**src/rtl/sram_fetch_pipeline.sv**
```systemverilog
// sram_fetch_pipeline: per-pixel SRAM word fetch with same-word read suppression.
// Stage 0 computes and registers the SRAM word address and read strobe. The pixel
// metadata then passes through an SRAM_LAT-deep delay line, so that it reaches the
// tap in the same cycle as the returned word. The tap extracts the colour field,
// and a final register presents the result.
// Optional feature macro: SRAM_FETCH_STATS_EN (per-frame read / reuse counters).
module sram_fetch_pipeline #(
  parameter int NUM_OBJ  = 8,
  parameter int ID_W     = 4,
  parameter int IDX_W    = 20,
  parameter int ADDR_W   = 20,
  parameter int DATA_W   = 16,
  parameter int COLOR_W  = 4,
  parameter int SRAM_LAT = 2
) (
  input  logic                      i_clk,
  input  logic                      i_rst,
  input  logic                      i_frame_start,
  input  logic                      i_valid,
  input  logic [ID_W-1:0]           i_object_id,
  input  logic [IDX_W-1:0]          i_pixel_index,
  input  logic [NUM_OBJ*ADDR_W-1:0] i_base_addr,
  output logic [ADDR_W-1:0]         o_sram_addr,
  output logic                      o_sram_rd,
  input  logic [DATA_W-1:0]         i_sram_data,
  output logic                      o_valid,
  output logic [ID_W-1:0]           o_object_id,
  output logic [COLOR_W-1:0]        o_color,
  output logic                      o_bad_id,
  output logic [23:0]               o_stat_reads,
  output logic [23:0]               o_stat_reuse
);

  localparam int PPW     = DATA_W / COLOR_W;
  localparam int LOG_PPW = $clog2(PPW);
  localparam int SUB_W   = (LOG_PPW > 0) ? LOG_PPW : 1;

  typedef struct packed {
    logic             valid;
    logic             rd;
    logic             bad;
    logic [ID_W-1:0]  id;
    logic [SUB_W-1:0] sub;
  } meta_t;

  // Index 0 is the issue register; indices 1..SRAM_LAT form the delay line.
  meta_t meta_q [0:SRAM_LAT];
  meta_t meta_d [0:SRAM_LAT];

  logic [ADDR_W-1:0]  sram_addr_q, sram_addr_d;
  logic               sram_rd_q, sram_rd_d;
  logic [ADDR_W-1:0]  last_addr_q, last_addr_d;
  logic               last_valid_q, last_valid_d;
  logic [DATA_W-1:0]  hold_word_q, hold_word_d;
  logic               valid_q, valid_d;
  logic [ID_W-1:0]    id_q, id_d;
  logic [COLOR_W-1:0] color_q, color_d;
  logic               bad_q, bad_d;

  logic               bad_s;
  logic [ID_W-1:0]    sel_id_s;
  logic [ADDR_W-1:0]  base_sel_s;
  logic [ADDR_W-1:0]  word_addr_s;
  logic [SUB_W-1:0]   sub_s;
  logic               last_valid_eff_s;
  logic               reuse_s;
  logic               read_s;
  logic [DATA_W-1:0]  word_s;
  meta_t              tap_s;

  // Issue stage: address generation, same-word compare and read decision.
  always_comb begin
    bad_s            = (32'(i_object_id) >= 32'(NUM_OBJ));
    sel_id_s         = bad_s ? '0 : i_object_id;
    base_sel_s       = i_base_addr[int'(sel_id_s)*ADDR_W +: ADDR_W];
    word_addr_s      = bad_s ? '0 : (base_sel_s + ADDR_W'(i_pixel_index >> LOG_PPW));
    sub_s            = SUB_W'(i_pixel_index & IDX_W'(PPW - 1));
    // A frame start forgets the previous word so the first pixel always reads.
    last_valid_eff_s = i_frame_start ? 1'b0 : last_valid_q;
    reuse_s          = i_valid & ~bad_s & last_valid_eff_s & (word_addr_s == last_addr_q);
    read_s           = i_valid & ~bad_s & ~reuse_s;
    sram_rd_d        = read_s;
    sram_addr_d      = read_s ? word_addr_s : sram_addr_q;
    last_addr_d      = read_s ? word_addr_s : last_addr_q;
    last_valid_d     = read_s ? 1'b1 : last_valid_eff_s;
    meta_d[0]        = '0;
    if (i_valid) begin
      meta_d[0].valid = 1'b1;
      meta_d[0].rd    = read_s;
      meta_d[0].bad   = bad_s;
      meta_d[0].id    = i_object_id;
      meta_d[0].sub   = sub_s;
    end else begin
      meta_d[0] = '0;
    end
    for (int k = 1; k <= SRAM_LAT; k++) begin
      meta_d[k] = meta_q[k-1];
    end
  end

  // Tap and output stage: select the fresh or held word and extract the colour.
  always_comb begin
    tap_s       = meta_q[SRAM_LAT];
    word_s      = tap_s.rd ? i_sram_data : hold_word_q;
    hold_word_d = word_s;
    valid_d     = tap_s.valid;
    id_d        = tap_s.valid ? tap_s.id : '0;
    bad_d       = tap_s.valid & tap_s.bad;
    if (tap_s.valid && !tap_s.bad) begin
      color_d = COLOR_W'(word_s >> (32'(tap_s.sub) * COLOR_W));
    end else begin
      color_d = '0;
    end
  end

  // State registers for issue, delay line, held word and output stage.
  always_ff @(posedge i_clk) begin
    if (i_rst) begin
      sram_addr_q  <= '0;
      sram_rd_q    <= 1'b0;
      last_addr_q  <= '0;
      last_valid_q <= 1'b0;
      hold_word_q  <= '0;
      valid_q      <= 1'b0;
      id_q         <= '0;
      color_q      <= '0;
      bad_q        <= 1'b0;
      for (int k = 0; k <= SRAM_LAT; k++) begin
        meta_q[k] <= '0;
      end
    end else begin
      sram_addr_q  <= sram_addr_d;
      sram_rd_q    <= sram_rd_d;
      last_addr_q  <= last_addr_d;
      last_valid_q <= last_valid_d;
      hold_word_q  <= hold_word_d;
      valid_q      <= valid_d;
      id_q         <= id_d;
      color_q      <= color_d;
      bad_q        <= bad_d;
      for (int k = 0; k <= SRAM_LAT; k++) begin
        meta_q[k] <= meta_d[k];
      end
    end
  end

  assign o_sram_addr = sram_addr_q;
  assign o_sram_rd   = sram_rd_q;
  assign o_valid     = valid_q;
  assign o_object_id = id_q;
  assign o_color     = color_q;
  assign o_bad_id    = bad_q;

`ifdef SRAM_FETCH_STATS_EN
  logic [23:0] reads_cnt_q, reads_cnt_d;
  logic [23:0] reuse_cnt_q, reuse_cnt_d;
  logic [23:0] stat_reads_q, stat_reads_d;
  logic [23:0] stat_reuse_q, stat_reuse_d;
  logic [23:0] reads_base_s, reuse_base_s;

  // Saturating per-frame counters; a frame start snapshots and restarts them.
  always_comb begin
    reads_base_s = i_frame_start ? 24'd0 : reads_cnt_q;
    reuse_base_s = i_frame_start ? 24'd0 : reuse_cnt_q;
    if (read_s && (reads_base_s != 24'hFF_FFFF)) begin
      reads_cnt_d = reads_base_s + 24'd1;
    end else begin
      reads_cnt_d = reads_base_s;
    end
    if (reuse_s && (reuse_base_s != 24'hFF_FFFF)) begin
      reuse_cnt_d = reuse_base_s + 24'd1;
    end else begin
      reuse_cnt_d = reuse_base_s;
    end
    stat_reads_d = i_frame_start ? reads_cnt_q : stat_reads_q;
    stat_reuse_d = i_frame_start ? reuse_cnt_q : stat_reuse_q;
  end

  // Statistics registers.
  always_ff @(posedge i_clk) begin
    if (i_rst) begin
      reads_cnt_q  <= 24'd0;
      reuse_cnt_q  <= 24'd0;
      stat_reads_q <= 24'd0;
      stat_reuse_q <= 24'd0;
    end else begin
      reads_cnt_q  <= reads_cnt_d;
      reuse_cnt_q  <= reuse_cnt_d;
      stat_reads_q <= stat_reads_d;
      stat_reuse_q <= stat_reuse_d;
    end
  end

  assign o_stat_reads = stat_reads_q;
  assign o_stat_reuse = stat_reuse_q;
`else
  assign o_stat_reads = 24'd0;
  assign o_stat_reuse = 24'd0;
`endif

endmodule

```
**config.mk**
```make
export PLATFORM = sky130hd
export DESIGN_NAME = sram_fetch_pipeline
export DESIGN_NICKNAME = d
export VERILOG_FILES = /design/src/rtl/sram_fetch_pipeline.sv
export SDC_FILE = /design/constraint.sdc
export NUM_CORES = 1
export LEC_CHECK = 0
export ABC_AREA = 1
export CAP_MARGIN = 10
export CELL_PAD_IN_SITES_DETAIL_PLACEMENT = 1
export CELL_PAD_IN_SITES_GLOBAL_PLACEMENT = 1
export CORE_MARGIN = 1.5
export CORE_UTILIZATION = 24
export CTS_CLUSTER_DIAMETER = 30
export CTS_CLUSTER_SIZE = 10
export DETAILED_ROUTE_END_ITERATION = 8
export PLACE_DENSITY = 0.77
export SETUP_SLACK_MARGIN = 0.2
export SLEW_MARGIN = 20
export SYNTH_ARGS = -nofsm -noshare
export SYNTH_HDL_FRONTEND = slang
export SYNTH_SLANG_ARGS = --single-unit
```
**constraint.sdc**
```tcl
create_clock -name i_clk -period 4.4 [get_ports i_clk]
set_input_delay 0.88 -clock i_clk [delete_from_list [all_inputs] [get_ports i_clk]]
set_output_delay 0.88 -clock i_clk [all_outputs]
set_load 0.05 [all_outputs]
```
Word level (Yosys, flattened, before mapping)
Memories as Yosys holds them, arrays and structs flattened.
Index checks and enable logic that the tools add are counted.
- output and inout bits: 79
- memory bits (writable): 27
- word-level logic and storage cells: 43
- input bits: 204
- flip-flop bits (word level): 48
- memories kept: 1
- memory list (memory ; words ; width ; rd ports ; clocked after memory_dff ; wr ports ; RTL line ; source):
    meta_q ; 3 ; 9 ; 3 ; 0 ; 3 ; 47 ; meta_t meta_q [0:SRAM_LAT];
- add/sub/neg operators: 1
- shift-type cells: 2
- magnitude comparators: 1
- multipliers: 1
- mux-type cells: 12
- bitwise logic cells: 12
- reductions and logical operators: 4
- equality and inequality tests: 1
- operator list (kind ; count):
    $shiftx A160 B10 Y20 ; 1
    $mux W9 ; 4
    $add A20 B18 Y20 ; 1
    $eq A20 B20 Y1 ; 1
    $mux W20 ; 1
    $mux W16 ; 1
    $shr A16 B4 Y4 ; 1
    $mul A4 B3 Y7 const B ; 1
    $and A1 B1 Y1 ; 5
    $mux W1 ; 5
    $ge A4 B4 Y1 const B ; 1
    $mux W4 ; 1
    $not A1 Y1 ; 4
    $reduce_or A2 Y1 ; 2
    $or A1 B1 Y1 ; 3
    $logic_and A1 B1 Y1 ; 1
    $logic_not A1 Y1 ; 1

Longest topological paths before layout
Gate-level depths: netlist (run 1).
- depth in word-level cells: 12
- mapped depth: 31
- depth with buffers taken out: 28

Worst setup path after synthesis (run 1)
Ideal clock, no wire load.
- path type: input to register
- start point: input i_object_id[2]
- end point: register last_addr_q[10]
- cell stages on the path: 23
- data required time: 4283 ps
- buffers on the path: 3
- setup slack: 370 ps
- arrival time: 3913 ps
- setup time: 117 ps
- cell sequence: inv_1 > nor2_1 > clkbuf_1 > clkbuf_1 > a221oi_1 > o31ai_1 > ha_1 > fa_1 > nand3_1 > nand2_1 > inv_1 > nand3_1 > nor2_1 > nand3_1 > nor2_1 > nand3_1 > nor2_1 > nand4_1 > nor2_2 > nand3_4 > buf_6 > a21oi_1 > nor2_1
- cells in the longest elaborated chain, start to end: 10
- elaborated cells on any way between the ends: 13
- those cells by class: add/sub (1); mul (1); order compare (1); eq/ne (1); shift (1); mux (2); bitwise (6)
- RTL lines (what ; RTL line ; source):
    start, declared ; 20 ; input logic [ID_W-1:0] i_object_id,
    $ge A4 B4 Y1 ; 73 ; bad_s = (32'(i_object_id) >= 32'(NUM_OBJ));
    $mux W4 ; 74 ; sel_id_s = bad_s ? '0 : i_object_id;
    $mul A4 B3 Y7 ; 75 ; base_sel_s = i_base_addr[int'(sel_id_s)*ADDR_W +: ADDR_W];
    $shiftx A160 B10 Y20 ; 75 ;
    $add A20 B18 Y20 ; 76 ; word_addr_s = bad_s ? '0 : (base_sel_s + ADDR_W'(i_pixel_index >> LOG_PPW));
    $mux W20 ; 76 ;
    $eq A20 B20 Y1 ; 80 ; reuse_s = i_valid & ~bad_s & last_valid_eff_s & (word_addr_s == last_addr_q);
    $and A1 B1 Y1 ; 80 ;
    $not A1 Y1 ; 81 ; read_s = i_valid & ~bad_s & ~reuse_s;
    $and A1 B1 Y1 ; 81 ;
    end signal, assigned ; 134 ; last_addr_q <= last_addr_d;
    end, declared ; 52 ; logic [ADDR_W-1:0] last_addr_q, last_addr_d;
Parallel ways exist; a longest one is shown, timed or not.
A chain may end at the register's enable or synchronous reset.

Worst setup path after layout (run 1)
- start point: input i_object_id[3]
- end point: register last_addr_q[2]
Same word-level chain as after synthesis.

==> results.ini, run 1 <==
[timing]
hold_violations = 0
grt_setup_unrepaired = yes
tightest_slew_ps = 906
final-max-slew-violation-count = 0
clock.fmax_mhz = 247
fin_setup_tns_ps = 0
fin_crit_sh = 0.921
setup_viol = 0
post-route-worst-setup-slack_ps = 348
max-slew-margin-rel = 0.395
period_needed_ps = 4050
fin_skew_ps = 7.06
hold_ws_ps = 402

[power]
total_power_mw = 2.90
p_leak_nw = 4.69
p_per_area_mw_per_mm2 = 271
vdd_drop_max_mv = 0.177

[die]
coreArea_sq_mm = 0.0245
rows = 57
start_util = 0.245
die_area_sq_mm = 0.0260
die_y_um = 161
fp.dieW_um = 161
ios = 283

[worst_setup_path]
cp_num_buf_inv = 8
worstPathRequired_ps = 4670
cpMostUsedCell = buf_12
crit_family = simple AND/OR/NAND/NOR gates
r2r_slack_ps = 2190
worstSetupPathType = primary input to register
critical_path_arrival_ps = 4320
critPathSlowestCell = ha_4
cp_max_fo = 18
startpoint_type = primary input
endpoint_kind = register
slowest_delay_ps = 200

[placed_design]
hpwl_um = 20900
placed_cells = 1545
postPlaceCellArea_sq_mm = 0.00916
portBuffers = 234
globalplace.congestion = 0.861
dp_slack_ps = -706

[routing]
antenna_left = 0
route.detailed.drc = 0
drt-total-wl_um = 27000
via_per_inst = 4.70
drt_pass1_iterations = 4
drt-initial-drc-count = 279
avgRoutedWirePerCell_um = 16.9
num_vias = 7495

[cells_and_area]
multi_input_area_sq_mm = 0.00435
final_area_sq_mm = 0.0107
fin_cells = 1595
fill_cells = 2981
drive_gt1_frac = 0.249
n_antenna_cell = 0
syn2layout_area_growth_pct = 78.1
seq_area_sq_mm = 0.00150
final_core_util = 0.437
fin_nets = 1489

[cts]
clk_pin_slew_ps = 60
tritoncts = yes
cts_buffer_depth = 2
cts.sinks = 75
cts_hold_buf = 0
cts_root_buf = clkbuf_16
clock_latency_ps = 330
cts_max_level = 3
cts_buffers = 9

[global_routing]
grt_pass1_vias = 7734
grt_start_max_net_pins = 45
grt_first_pass_wirelength_um = 40300
track_usage = 0.197
antenna_found_initial = 0
grt.overflow.total = 0

[synthesis]
ys_seq_area_frac = 0.250
synth_area_sq_mm = 0.00600
yosysWarnings = 0
ys_types = 36
avgSynthCellArea_sq_um = 6.38
synth_cells = 941
synth_seq_cells = 75

[flow_run]
maxCapViolCount = 0

[min_path]
hp-class = register to register

[status]
status = finished clean

==> report_power, final <==
group | switching [mW] | total (mW) | internal, mW
clock | 0.296 | 0.814 | 0.518
sequential | 0.0222 | 0.725 | 0.702
combinational | 0.744 | 1.36 | 0.621
total | 1.06 | 2.90 | 1.84
==> worst paths after layout <==
check,startpoint,endpoint,cells past startpoint
min reg2reg,meta_q[0][12]$_SDFF_PP0_,meta_q[0][21]$_SDFF_PP0_,2
max reg2reg,last_addr_q[1]$_SDFFE_PP0P_,last_addr_q[2]$_SDFFE_PP0P_,17
min,meta_q[0][12]$_SDFF_PP0_,meta_q[0][21]$_SDFF_PP0_,2
max,i_object_id[3],last_addr_q[2]$_SDFFE_PP0P_,26
==> timing repair <==
action                     4_1_cts  5_1_grt
pin swaps                       18       28
setup endpoints to repair       20       20
gates cloned                     2        3
buffers inserted                16       13
resized for setup               93      112
==> per-layer routing <==
metal	routed length (um)	share of wire	global-route usage
met1	10800	0.40	0.225
met5	0	0	0
met3	1320	0.049	0.0347
met2	14100	0.52	0.368
met4	765	0.028	0.0652
==> synthesized netlist by cell type <==
master    instances  area share
a21oi_2           1      0.0015
nand3_4           1      0.0029
buf_4            51       0.064
a21oi_1          37       0.031
nand3_2          12       0.020
a221oi_1         36       0.053
buf_2             4      0.0033
clkbuf_1         28       0.018
mux2i_1          18       0.030
nor3_1            2      0.0017
inv_2             4      0.0025
o22ai_1          18       0.019
clkinv_1          1     0.00062
nand2_4           2      0.0038
conb_1            1     0.00062
nor2_2            5      0.0052
a211oi_1          1      0.0013
nand3b_1          3      0.0038
nor2_1          129       0.081
o21a_1            1      0.0013
buf_6             8       0.015
dfxtp_1          75        0.25
fa_1              1      0.0033
nand2_1         204        0.13
nand3_1          69       0.058
o31ai_1          18       0.023
o21ai_0          39       0.033
or2_1             1      0.0010
o21ai_1           1     0.00083
inv_4             1      0.0010
buf_1             5      0.0031
nor3_2            1      0.0017
nand4_1          23       0.024
ha_1             18       0.038
inv_1           113       0.071
nand2_2           9      0.0094
==> layout by cell type, fill, tap and decap left out, types with 3 or more instances in the layout <==
master / instances
a21oi_1: 25
a21oi_2: 11
a221oi_1: 14
a221oi_2: 19
a221oi_4: 3
buf_12: 14
buf_4: 102
buf_6: 9
clkbuf_16: 12
clkdlybuf4s50_1: 222
conb_1: 48
dfxtp_1: 75
dlymetal6s2s_1: 9
ha_1: 7
ha_4: 9
inv_1: 109
inv_2: 5
inv_6: 4
mux2i_1: 18
nand2_1: 172
nand2_2: 39
nand2_4: 3
nand3_1: 54
nand3_2: 27
nand3b_1: 3
nand4_1: 23
nor2_1: 112
nor2_2: 15
nor2_4: 7
nor3_2: 3
o21ai_0: 31
o21ai_1: 7
o22ai_1: 16
o31ai_1: 5
o31ai_2: 9
o31ai_4: 4
==> cell type report <==
cell class	count	area share
clock buffers	10	0.0223
well taps	324	0.0379
repair buffers	363	0.340
multi-input cells	698	0.407
inverters	119	0.0434
flip-flops and latches	75	0.140
clock inverters	6	0.00877
==> flip-flops by register name, indices dropped and copies added, names as in the netlist <==
signal and count:
last_addr_q 20, o_valid 1, o_object_id 4, hold_word_q 16, o_color 4, last_valid_q 1
o_bad_id 1, o_sram_rd 1, meta_q 27
==> worst min-delay path, cell delays in order, from the launching register on <==
cell and delay (ps):
dfxtp_1 290, inv_1 40, nor2_1 30
==> cell families after synthesis <==
logic type               share of synthesized area
AO/OA/AOI/OAI                                0.162
adder cells (fa/ha/maj)                     0.0408
buffers and inverters                        0.178
other                                     0.000625
AND/OR/NAND/NOR                              0.339
multiplexers                                0.0300
flip-flops                                   0.250
Power figures use the tool's default switching activity.
==> run 2: changes to the inputs <==
--- a/config.mk
+++ b/config.mk
@@ -9,10 +9,9 @@
 export CAP_MARGIN = 10
 export CELL_PAD_IN_SITES_DETAIL_PLACEMENT = 1
 export CELL_PAD_IN_SITES_GLOBAL_PLACEMENT = 1
-export CORE_MARGIN = 1.5
+export CORE_MARGIN = 2
 export CORE_UTILIZATION = 24
 export CTS_CLUSTER_DIAMETER = 30
-export CTS_CLUSTER_SIZE = 10
 export DETAILED_ROUTE_END_ITERATION = 8
 export PLACE_DENSITY = 0.77
 export SETUP_SLACK_MARGIN = 0.2
==> run 2 against run 1 <==
Compared with the run above: first-iteration DRC count down 8.2%; combinational power about the same; critical endpoint is now last_addr_q[17]$_SDFFE_PP0P_; highest routed layer unchanged; core utilization down 0.75 points; global-route usage down 0.13 points; clock power about the same; via count down 0.27%.
==> results.ini, run 2 (synthesized netlist as in run 1, its figures left out) <==
[worst_setup_path]
critical_path_arrival_ps = 4430
endpoint_kind = register
cp_max_fo = 6
startpoint_type = primary input
worstPathRequired_ps = 4670
worstSetupPathType = primary input to register

[global_routing]
grt.overflow.total = 0
grt_pass1_vias = 7847
grt_first_pass_wirelength_um = 40700
antenna_found_initial = 0
grt_start_max_net_pins = 45
track_usage = 0.196

[timing]
grt_setup_unrepaired = yes
tightest_slew_ps = 931
clock.fmax_mhz = 240
setup_viol = 0
max-slew-margin-rel = 0.379
hold_violations = 0
post-route-worst-setup-slack_ps = 235
fin_crit_sh = 0.947
fin_skew_ps = 5.50
period_needed_ps = 4170
final-max-slew-violation-count = 0

[routing]
antenna_left = 0
drt-initial-drc-count = 256
num_vias = 7475
avgRoutedWirePerCell_um = 16.9
via_per_inst = 4.71
drt_pass1_iterations = 4
drt-total-wl_um = 26800
route.detailed.drc = 0

[cts]
tritoncts = yes
cts_buffers = 9
cts_max_level = 3
cts_root_buf = clkbuf_16
cts.sinks = 75
cts_buffer_depth = 2
clock_latency_ps = 330
clk_pin_slew_ps = 60
cts_hold_buf = 0

[placed_design]
portBuffers = 234
globalplace.congestion = 0.945
placed_cells = 1546
hpwl_um = 20900
dp_slack_ps = -631
postPlaceCellArea_sq_mm = 0.00915

[cells_and_area]
final_common_cell = clkdlybuf4s50_1
largest_reg_flops = 27
drive_gt1_frac = 0.230
layout_common_cells = clkdlybuf4s50_1 (230), nand2_1 (180), nor2_1 (109), inv_1 (109), buf_4 (101)
fin_nets = 1482
fill_cells = 3045
fin_cells = 1588
syn2layout_area_growth_pct = 75.1
n_antenna_cell = 0
largest_register = meta_q
final_area_sq_mm = 0.0105
reg_top3 = meta_q x27, last_addr_q x20, hold_word_q x16

[status]
status = finished clean

[die]
rows = 57
fp.dieW_um = 162
coreArea_sq_mm = 0.0245
die_y_um = 162
die_area_sq_mm = 0.0263
start_util = 0.245
ios = 283

[power]
vdd_drop_max_mv = 0.245
switchingPower_mw = 1.05
pwr-share-clk = 0.284
combPwrFrac = 0.463
seqPwrFrac = 0.253
p_leak_nw = 4.57
swShare = 0.367
p_per_area_mw_per_mm2 = 273
intPower_mw = 1.82

[min_path]
hp-class = register to register

[flow_run]
maxCapViolCount = 0

run 2: timing repair:
item | in CTS | in global routing
setup endpoints to repair | 20 | 20
endpoints found under the hold margin | 0 | 0
resized for setup | 80 | 97
gates cloned | 4 | 2
buffers inserted | 12 | 8
pin swaps | 22 | 44
run 2: critical path, cell delays in order:
cell and delay [ps]:
clkdlybuf4s50_1 430, a221oi_2 370, o31ai_4 120, ha_2 200, fa_2 610, nand2_2 70, a21oi_2 160, nand3_2 110
nor2_2 130, nand3_2 70, nor2_2 110, nand3_1 80, nor2_1 140, nand4_1 120, nor2_2 160, nand3_4 150
buf_6 150, buf_8 120, nand3_2 50, nand2_1 60, nor2_1 140
run 2: layout make-up:
cell class | count | area, sq um | share of cell area
multi-input cells | 698 | 4280 | 0.407
repair buffers | 356 | 3530 | 0.336
flip-flops and latches | 75 | 1500 | 0.143
inverters | 119 | 464 | 0.0442
well taps | 324 | 405 | 0.0386
clock buffers | 10 | 239 | 0.0227
clock inverters | 6 | 93.8 | 0.00893
run 2: worst paths after layout:
| check | from | endpoint | slack, ps | depth (start not counted) |
|---|---|---|---|---|
| worst max-delay path | i_base_addr[60] | last_addr_q[17]$_SDFFE_PP0P_ | 230 | 21 |
| worst min-delay path | meta_q[0][10]$_SDFF_PP0_ | meta_q[0][19]$_SDFF_PP0_ | 400 | 2 |
| worst max register to register | last_addr_q[1]$_SDFFE_PP0P_ | last_addr_q[17]$_SDFFE_PP0P_ | 2060 | 18 |
| worst min register to register | meta_q[0][10]$_SDFF_PP0_ | meta_q[0][19]$_SDFF_PP0_ | 400 | 2 |
run 2: power by group through the flow:
| stage | sequential (mW) | clock [mW] | combinational, mW |
|---|---|---|---|
| after floorplan | 0.777 | 0 | 0.589 |
| after global placement | 0.737 | 0 | 1.11 |
| after detailed placement | 0.739 | 0 | 1.13 |
| after CTS | 0.724 | 0.835 | 1.23 |
| after global routing | 0.728 | 0.859 | 1.44 |
| final | 0.725 | 0.816 | 1.33 |
run 2: layer usage:
layer  vias to the layer above  global-route usage  share of wire
met5                         -                   0              0
met4                         0              0.0809          0.038
met3                        52              0.0324          0.045
met2                       236               0.359           0.51
met1                      3530               0.225           0.40
li1                       3657                   -              -
run 2: stage by stage:
step,setup TNS [ps],hold slack [ps],utilization,total power [mW]
floorplan,0,388,-,1.37
global placement,-9180,389,0.374,1.85
detailed placement,-11380,396,0.374,1.87
CTS,0,403,0.410,2.79
global route,-17.4,424,0.430,3.02
finish,0,400,0.430,2.87
